$ cat config.mk
export PLATFORM = sky130hd
export DESIGN_NAME = program_loader
export DESIGN_NICKNAME = d
export VERILOG_FILES = /design/src/rtl/program_loader.sv
export SDC_FILE = /design/constraint.sdc
export NUM_CORES = 1
export LEC_CHECK = 0
export BUFFER_PORTS_ARGS = -buffer_cell sky130_fd_sc_hd__buf_2
export CORE_MARGIN = 2
export CORE_UTILIZATION = 55
export DETAILED_ROUTE_END_ITERATION = 10
export GPL_TIMING_DRIVEN = 1
export PLACE_DENSITY = 0.78
export SLEW_MARGIN = 20
export SYNTH_ARGS = -nofsm -noshare
export SYNTH_HDL_FRONTEND = slang
export SYNTH_SLANG_ARGS = --single-unit
$ cat constraint.sdc
create_clock -name clk -period 3.05 [get_ports clk]
set_clock_uncertainty 0.1 [all_clocks]
set_input_delay 0.305 -clock clk [delete_from_list [all_inputs] [get_ports clk]]
set_output_delay 0.305 -clock clk [all_outputs]
set_load 0.02 [all_outputs]
$ cat src/rtl/program_loader.sv
// Boot-time program loader: assembles a length-prefixed byte stream into 16-bit
// words, writes them to main memory from BASE_ADDR upward, then releases the CPU.
module program_loader #(
  parameter int unsigned        ADDR_W    = 16,
  parameter logic [ADDR_W-1:0]  BASE_ADDR = '0,
  parameter int unsigned        MAX_WORDS = 256
) (
  input  logic              clk,
  input  logic              rst,
  input  logic [7:0]        byte_in,
  input  logic              byte_valid,
  output logic              byte_ready,
  output logic              mem_write,
  output logic [ADDR_W-1:0] mem_addr,
  output logic [15:0]       mem_data,
  output logic              cpu_rst,
  output logic              load_done,
  output logic              load_err,
  output logic [15:0]       word_count
);

  // Common width for comparing the word index against the 16-bit header.
  localparam int unsigned CW = (ADDR_W > 16) ? ADDR_W : 16;

  typedef enum logic [2:0] {
    S_LEN_HI,
    S_LEN_LO,
    S_DATA_HI,
    S_DATA_LO,
    S_WRITE,
    S_DONE,
    S_ERR
  } state_t;

  state_t              r_state;
  state_t              w_next;
  logic [7:0]          r_n_hi;
  logic [7:0]          r_word_hi;
  logic [ADDR_W-1:0]   r_idx;
  logic [ADDR_W-1:0]   r_mem_addr;
  logic [15:0]         r_mem_data;
  logic [15:0]         r_word_count;
  logic                r_mem_write;
  logic                r_cpu_rst;
  logic                r_done;
  logic                r_err;

  logic                w_ready;
  logic [15:0]         w_len;
  logic                w_len_zero;
  logic                w_len_big;
  logic                w_last;

  assign w_ready    = (r_state == S_LEN_HI)  || (r_state == S_LEN_LO) ||
                      (r_state == S_DATA_HI) || (r_state == S_DATA_LO);
  assign w_len      = {r_n_hi, byte_in};
  assign w_len_zero = (w_len == 16'd0);
  assign w_len_big  = (32'(w_len) > MAX_WORDS);
  assign w_last     = ((CW'(r_idx) + CW'(1)) == CW'(r_word_count));

  // Every state that raises ready consumes on byte_valid alone, so the
  // next-state logic never has to look back at byte_ready.
  always_comb begin
    w_next = r_state;
    case (r_state)
      S_LEN_HI: begin
        if (byte_valid) w_next = S_LEN_LO;
      end
      S_LEN_LO: begin
        if (byte_valid) begin
          if (w_len_zero)     w_next = S_DONE;
          else if (w_len_big) w_next = S_ERR;
          else                w_next = S_DATA_HI;
        end
      end
      S_DATA_HI: begin
        if (byte_valid) w_next = S_DATA_LO;
      end
      S_DATA_LO: begin
        if (byte_valid) w_next = S_WRITE;
      end
      S_WRITE:  w_next = w_last ? S_DONE : S_DATA_HI;
      S_DONE:   w_next = S_DONE;
      S_ERR:    w_next = S_ERR;
      default:  w_next = S_LEN_HI;
    endcase
  end

  always_ff @(posedge clk or posedge rst) begin
    if (rst) begin
      r_state      <= S_LEN_HI;
      r_n_hi       <= '0;
      r_word_hi    <= '0;
      r_idx        <= '0;
      r_mem_addr   <= '0;
      r_mem_data   <= '0;
      r_word_count <= '0;
      r_mem_write  <= 1'b0;
      r_cpu_rst    <= 1'b1;
      r_done       <= 1'b0;
      r_err        <= 1'b0;
    end else begin
      r_state <= w_next;
      case (r_state)
        S_LEN_HI:  if (byte_valid) r_n_hi <= byte_in;
        S_LEN_LO:  if (byte_valid) r_word_count <= w_len;
        S_DATA_HI: if (byte_valid) r_word_hi <= byte_in;
        S_DATA_LO: begin
          if (byte_valid) begin
            r_mem_data <= {r_word_hi, byte_in};
            r_mem_addr <= BASE_ADDR + r_idx;
          end
        end
        S_WRITE:   r_idx <= r_idx + ADDR_W'(1);
        default:   ;
      endcase
      // Strobe is registered from the next state so it spans exactly the WRITE cycle.
      r_mem_write <= (w_next == S_WRITE);
      if (w_next == S_DONE) begin
        r_done    <= 1'b1;
        r_cpu_rst <= 1'b0;
      end
      if (w_next == S_ERR) r_err <= 1'b1;
    end
  end

  assign byte_ready = w_ready & ~rst;
  assign mem_write  = r_mem_write;
  assign mem_addr   = r_mem_addr;
  assign mem_data   = r_mem_data;
  assign cpu_rst    = r_cpu_rst;
  assign load_done  = r_done;
  assign load_err   = r_err;
  assign word_count = r_word_count;

endmodule

==> impl_summary.md, run 1 <==
Clock network
The clock net in this run drives a total of between 80 and 90 sinks. In this run the post-CTS setup repair buffer count came out at 0. The clock latency on the worst-skew pair is 360 ps. The clock root buffer is clkbuf_8. The clock tree from TritonCTS is built. The number of clock buffers added by TritonCTS is 9. The clock passes through at most 2 buffers. The maximum level of the CTS H-tree is 3.

Clock-pin slew was measured on the worst setup and hold paths at approximately 80 ps.

Yosys
In the post-synthesis netlist, the biggest area contributors are dfrtp_1, mux2_2, xor2_1. The number of nets produced by synthesis is 339. The synthesized cell area is 4000 sq um. Synthesis produced approximately 330 cells. The number of synthesized flops with an enable pin is 0.

In this run the mean area of a mapped cell was roughly 12 sq um. The share of synthesized area occupied by flip-flops and latches is between 50% and 60%. In the synthesized netlist the async set-or-reset flop fraction comes to 100%.

The number of storage elements in the synthesis netlist is between 80 and 90. Of the post-synthesis cell area, the dominant cell type holds 53.9%. The number of different library cells used by synthesis comes to 54. For this run, the leading register cell type out of synthesis is dfrtp_1.

The largest total area in the synthesized netlist belongs to dfrtp_1. The number of warnings reported in the yosys synthesis log is 0.

Power and ir drop
The worst-case IR drop observed on VDD is 594 uV. The power density relative to cell area is about 940 nW/um^2. The leakage power summed over all cells is 0.00216 uW.

Placement
The congestion estimate from routability-driven global placement came to 0.876. Summed over all nets, the half-perimeter wirelength after detailed placement is 6360 microns. In this run, placement finished with an instance count of approximately 480. The count of buffers from port buffering is 63.

Global routing
Entering global routing, the biggest net connects 34 pins. The initial antenna violation count is 0. The first global-routing pass estimated 13,900 microns of wire. The total grt overflow is 0. The number of global-route vias before repair came to 2,850.

Global routing used 23.3% of the available tracks across all layers.

Setup path
The maximum fanout encountered on the critical timing path is 7. The startpoint of the worst-slack reg-to-reg timing path is r_idx[0]. Data on the critical path arrives at its endpoint at approximately 3000 ps. For the worst setup path, the data required time is ~3200 ps. The capturing element type of the critical path is a flop. The critical path class is reg -> reg. The type of origin of the critical path is a flop.

The endpoint of the worst register-to-register path is cpu_rst. The most critical setup path has its startpoint at r_idx[0]. In this run the register-to-register setup slack is ~270 ps. For the worst flop-to-flop path, the logic depth is 8.

Cells and area
Cells fill 64.9% of the core in the end. At the end of the flow, the number of nets in the layout was a little over 400. Compared with the post-synthesis result, the final layout area differs by 16.0%. 0 antenna diodes ended up in the layout. In the final layout, the share of cells above drive strength 1 is 39.7%. The finished layout holds 500 standard cells, fillers aside.

Route
The routed wire length on met2 is 4190 microns. The routed length on met1 is 3780 microns. The detail-routed via count per cell is 5.61. The wire length on met3 is ~360 microns.

The highest metal layer with signal wires is met4. The number of search-and-repair iterations in the first detailed-routing pass is 4. After the first detailed-routing iteration, the DRC count stood at 158. The number of nets with antenna violations after detailed routing is 0.

The average routed wire per standard cell is ~17 microns. For this block, the via count after detailed routing is around 2,800. Summed over all layers, the routed wires come to 8510 microns.

The DRC violation count after routing is 0.

Die
The vertical die dimension is 89.2 microns. The total area inside the core boundary comes to 7140 sq um. From left edge to right edge, the die measures 89.2 microns. During I/O placement, the number of pins put on the boundary was 64.

The die covers 7960 sq um. Once the floorplan was initialized, standard cells occupied roughly 56% of the core. The initialized floorplan defines 31 standard-cell rows.

STA
Setup violations remaining at the end of the flow were counted as 0. Hold is met by 161 ps. In the finished design, the share of the clock period the worst path needs comes to 91.2%. Setup repair after global routing left no endpoint under its margin. In this run the tightest slew margin relative to its limit is about half. The accumulated negative setup slack is 0 ps. The slew at the pin with the worst max-slew slack is 748 ps. The achievable clock frequency is 359 MHz.

The count of final max-slew check failures came to 0. The total count of hold-check failures in the final report came to 0. Subtracting the final worst setup slack from the clock period gives 2780 ps.

Worst hold path
The number of cells traversed by the worst hold path is 2. The tightest min-delay check is of the in -> reg type. The worst hold path begins at byte_in[0]. The end point of the worst hold path is r_n_hi[0].

Job
The tool flagged a number of max-cap violations equal to 0.

Outcome
The run finished with clean final reports.
-- registers in the layout (all words and copies together), names as in the netlist --
signal	count
cpu_rst	1
word_count	16
r_idx	16
load_done	1
r_n_hi	8
r_word_hi	8
mem_data	16
r_state	3
mem_write	1
mem_addr	16
load_err	1
-- cell usage in the layout, fill, tap and decap left out, types with 3 or more instances in the layout --
cell type  synthesis  final
xor2_1            14     14
nand4_1            5      5
a21oi_1            6      6
nand2_1           21     21
buf_4              1      8
nor2_1            22     22
nor3_1             6      6
o21ai_0            9      9
dfrtp_1           86     86
nor4_1             7      7
mux2_2            62     62
and2_1             3      3
xnor2_1           13     13
nand3_1            5      5
clkbuf_8           0      9
nand2b_1           3      3
inv_1              7      6
buf_2              5     63
-- worst max path at each step --
stage | end | slack [ps] | cells past startpoint
5_1_grt | cpu_rst | 70 | 8
6_report | cpu_rst | 270 | 8
3_3_place_gp | cpu_rst | 410 | 8
2_1_floorplan | load_done | 400 | 1
3_5_place_dp | cpu_rst | 300 | 8
4_1_cts | cpu_rst | 290 | 8
-- metrics by stage --
| step | worst slack (ps) | power (uW) | instance area (sq um) |
|---|---|---|---|
| finish | 268 | 4360 | 4630 |
| global route | 73.3 | 4610 | 4630 |
| CTS | 293 | 4380 | 4630 |
| detailed placement | 299 | 3600 | 4440 |
| global placement | 412 | 3540 | 4440 |
| floorplan | 396 | 3060 | 4000 |
-- worst max-delay path: stages, from the launching register on --
cell,delay (ps)
dfrtp_1,500
ha_1,300
or4bb_2,620
o2111ai_1,100
o21ai_0,120
a211oi_1,250
nand4_1,200
or3_4,400
o311a_1,130
-- logic make-up (layout without fill, tap and decap cells) --
| group | after synthesis | in the layout | synth area share [%] |
|---|---|---|---|
| buffers and inverters | 20 | 94 | 2.13 |
| flip-flops | 87 | 87 | 54.5 |
| AO/OA/AOI/OAI | 36 | 36 | 6.23 |
| multiplexers | 62 | 62 | 17.5 |
| adder cells (fa/ha/maj) | 1 | 1 | 0.313 |
| XOR/XNOR | 27 | 27 | 5.92 |
| AND/OR/NAND/NOR | 94 | 94 | 13.4 |
-- synth_stat cells (3+ instances only) --
master    count
dfrtp_1      86
nand2_1      21
nor4_1        7
nand2b_1      3
buf_2         5
o21ai_0       9
clkbuf_1      7
nor2_1       22
nor3_1        6
xnor2_1      13
mux2_2       62
inv_1         7
nand3_1       5
a21oi_1       6
nand4_1       5
and2_1        3
xor2_1       14
-- routing by layer --
layer	track usage, %	vias up
li1	-	1321
met1	30.4	1377
met2	38.4	86
met3	4.52	19
met4	9.36	0
met5	0	-
-- cell type report --
class                   count  area, sq um
repair buffers             72          385
inverters                   7         27.5
fillers                   590         2500
flip-flops and latches     87         2180
clock buffers              10          128
clock inverters             5         58.8
well taps                  99          124
multi-input cells         220         1730
-- power by group --
| group | switching, uW | internal (uW) | leakage [uW] |
|---|---|---|---|
| logic | 870 | 770 | 0.000975 |
| clock network | 403 | 376 | 0.0000888 |
| registers | 388 | 1550 | 0.00109 |
| total | 1660 | 2700 | 0.00216 |
-- repair_timing --
item | CTS | global route
endpoints found under the setup margin | 0 | 0
gates resized for setup | 0 | 0
hold buffers | 1 | 0
hold endpoints to repair | 22 | 0
Note: power is estimated with default switching activity, not from simulation.
==> run 2: changes to the inputs <==
CORE_UTILIZATION = 51   (was 55)
PLACE_DENSITY = 0.76   (was 0.78)
clock period = 2.48 ns   (was 3.05 ns; I/O delays follow)
==> run 2 against run 1 <==
Against the previous run: the flow now finishes with violations (setup timing); setup slack lost 280 ps; design area rose by 5.9%; worst hold slack lost 48 ps; flip-flop and latch count stayed put; die area increased by 7.5%; core utilization down 0.74 points; global-route usage shrank 0.63 points; critical endpoint unchanged; largest cell class unchanged.
==> impl_summary.md, run 2 (synthesis results as in run 1) <==
Route
The number of search-and-repair iterations in the first detailed-routing pass came to 4 (unchanged). The DRC violation count after routing is 0 (unchanged). The detail-routed via count per cell is 5.60 (about the same). The routed wire length is 9410 microns (+11%).

The total vias in the final route is 2,937 (+4.8%). The average routed wire per standard cell came to 18.0 microns (+5.5%). The number of DRC markers after the initial detailed-route iteration is 161 (+1.9%). The number of nets with antenna violations after detailed routing was 0 (unchanged).

Setup path
The capturing element type of the critical path is a flop. The maximum single-stage delay on the critical path came to 420 ps (-200 ps). The setup path with the least slack is of type reg -> reg. The number of buffers and inverters on the critical path is 1 (+1). The maximum fanout encountered on the critical timing path is 5 (-2). The top cell family by delay on the critical path is simple AND/OR/NAND/NOR gates. The critical path goes through ha_4, buf_6, nand3_4, or3_1, o32a_1, a32oi_1, nand4_1, or3_4, o311a_1. The type of origin of the critical path is a flop. The cell with the largest stage delay on the worst path is dfrtp_1. The worst path required time was 2670 ps (-570 ps). The arrival time at the worst endpoint is 2680 ps (-290 ps).

STA
The slew at the pin with the worst max-slew slack is 664 ps (-83.8 ps). The count of final max-slew check failures is 0 (unchanged). The achievable clock frequency was 401 MHz (+12%). The period utilization is 101% (+9.3 points). The final critical-path required period is 2490 ps (-290 ps). The worst relative slew slack is 55.6% (+5.7 points). Setup repair after global routing could not meet its margin everywhere. The total count of hold-check failures in the final report is 0 (unchanged).

The final-report setup violation count is 1 (+1). The final setup slack of the worst path is -12.5 ps (-280 ps).

Die
The effective utilization at floorplan is 52.3% (-3.7 points). The overall die area is 8560 sq um (+7.5%). The vertical die dimension is 92.5 microns (+3.7%). The core box area is 7650 sq um (+7.2%).

The total I/O pin count is 64 (unchanged). The number of placement rows came to 32 (+3.2%). The x dimension of the die is 92.5 microns (+3.7%).

Placement
The total placed cells including tap cells is 506 (+4.5%). The final weighted congestion of routability-driven global placement came to 0.859 (-2.0%). The total half-perimeter wirelength after legalization and detailed placement came to 6540 microns (+2.8%). The count of buffers from port buffering came to 63 (unchanged).

Cells and area
The count of placed standard cells in the final layout, fillers left out is 524 (+4.8%). The count of antenna diodes in the layout is 0 (unchanged). The area of the multi-input gates is 1810 sq um (+4.4%).

The core utilization of the finished layout came to 64.2% (-0.74 points). The number of nets in the finished design came to 429 (+4.9%). The share of cells above drive strength 1 is 44.8% (+5.1 points).

The top cell types in the final layout, fill and taps aside, are dfrtp_1, buf_2, mux2_2. Relative to the synthesized area, the layout overhead comes to 22.9%. Leaving out fill and tap cells, the most frequent cell in the layout is dfrtp_1.

The register area came to 2180 sq um (about the same). The filler cell count in the final layout is 624 (+5.8%).

Clock network
The maximum count of clock buffers along a single path is 2 (unchanged). The maximum level of the CTS H-tree came to 3 (unchanged). The total clock buffers created by CTS is 9 (unchanged).

The clock latency on the worst-skew pair came to 350 ps (about the same). The clock root buffer is clkbuf_8. The clock sink count is 87 (unchanged). The clock tree from TritonCTS is built. The clock transition at the registers of the reported paths is 90 ps (about the same).

Global routing
The initial antenna violation count is 0 (unchanged). The pin count of the biggest net entering global routing is 34 (unchanged). The number of global-route vias before repair was 2,926 (+2.7%). The first-pass GRT wire length was 14,800 microns (+6.3%). The overall fraction of global-route tracks in use was 22.6% (-0.63 points). The total grt overflow came to 0 (unchanged).

Power and ir drop
The power density relative to cell area is 1150 nW/um^2 (+22%). The maximum VDD drop is 807 uV (+36%). The leakage power summed over all cells is 0.00230 uW (+6.9%).

Outcome
The flow ran to the end, but the final reports show violations. The final reports fail on setup timing.

Worst hold path
The path class of the tightest hold or removal check is in -> reg.

Job
The max-cap check violation count is 0 (unchanged).
## run 2: changes by cell type in the layout (fill, tap and decap cells not counted), moves of 2 or more
cell / before / now
buf_6: 0 / 2
nor4_4: 1 / 3
clkbuf_8: 9 / 11
buf_4: 8 / 25
nor4_1: 7 / 4
## run 2: where the power goes
group          switching [uW]  internal, uW
combinational            1180          1060
sequential                457          1910
clock                     515           526
total                    2150          3500
## run 2: final timing paths
kind                            start  slack (ps)  cells after the start       endpoint
max                          r_idx[0]         -10                      9        cpu_rst
min                        byte_in[7]         110                      2  word_count[7]
max reg2reg                  r_idx[0]         -10                      9        cpu_rst
min reg2reg                   cpu_rst         370                      1        cpu_rst
max in group asynchronous         rst        1250                      4   r_word_hi[5]
min in group asynchronous         rst         430                      3      r_n_hi[5]
## run 2: what timing repair did
| action | in CTS | in global routing |
|---|---|---|
| resized for setup | 3 | 14 |
| buffers inserted | 1 | 0 |
| pin swaps | 1 | 3 |
| hold buffers | 1 | 0 |
| hold endpoints to repair | 26 | 0 |
| endpoints found under the setup margin | 1 | 5 |
## run 2: final cells by class
class / count / share of cell area [%]
repair buffers: 92 / 11.3
inverters: 7 / 0.612
clock inverters: 4 / 1.07
clock buffers: 12 / 3.16
multi-input cells: 220 / 36.9
flip-flops and latches: 87 / 44.4
well taps: 102 / 2.60
## run 2: stage by stage
stage	setup slack [ps]	hold slack (ps)	area (sq um)	total power, uW	TNS (ps)
final	-12.5	113	4910	5650	-12.5
after global routing	-99.7	116	4910	5950	-187
after CTS	3.31	107	4830	5560	0
after detailed placement	-15.7	285	4600	4520	-15.7
after global placement	16.3	282	4600	4430	0
after floorplan	4.42	299	4000	3770	0
## run 2: metal layers
layer	track usage (%)	wire length, microns	part of all wire [%]
met5	0	0	0
met4	9.08	178	1.9
met2	35.8	4600	49
met1	31.4	4130	44
met3	3.82	509	5.4
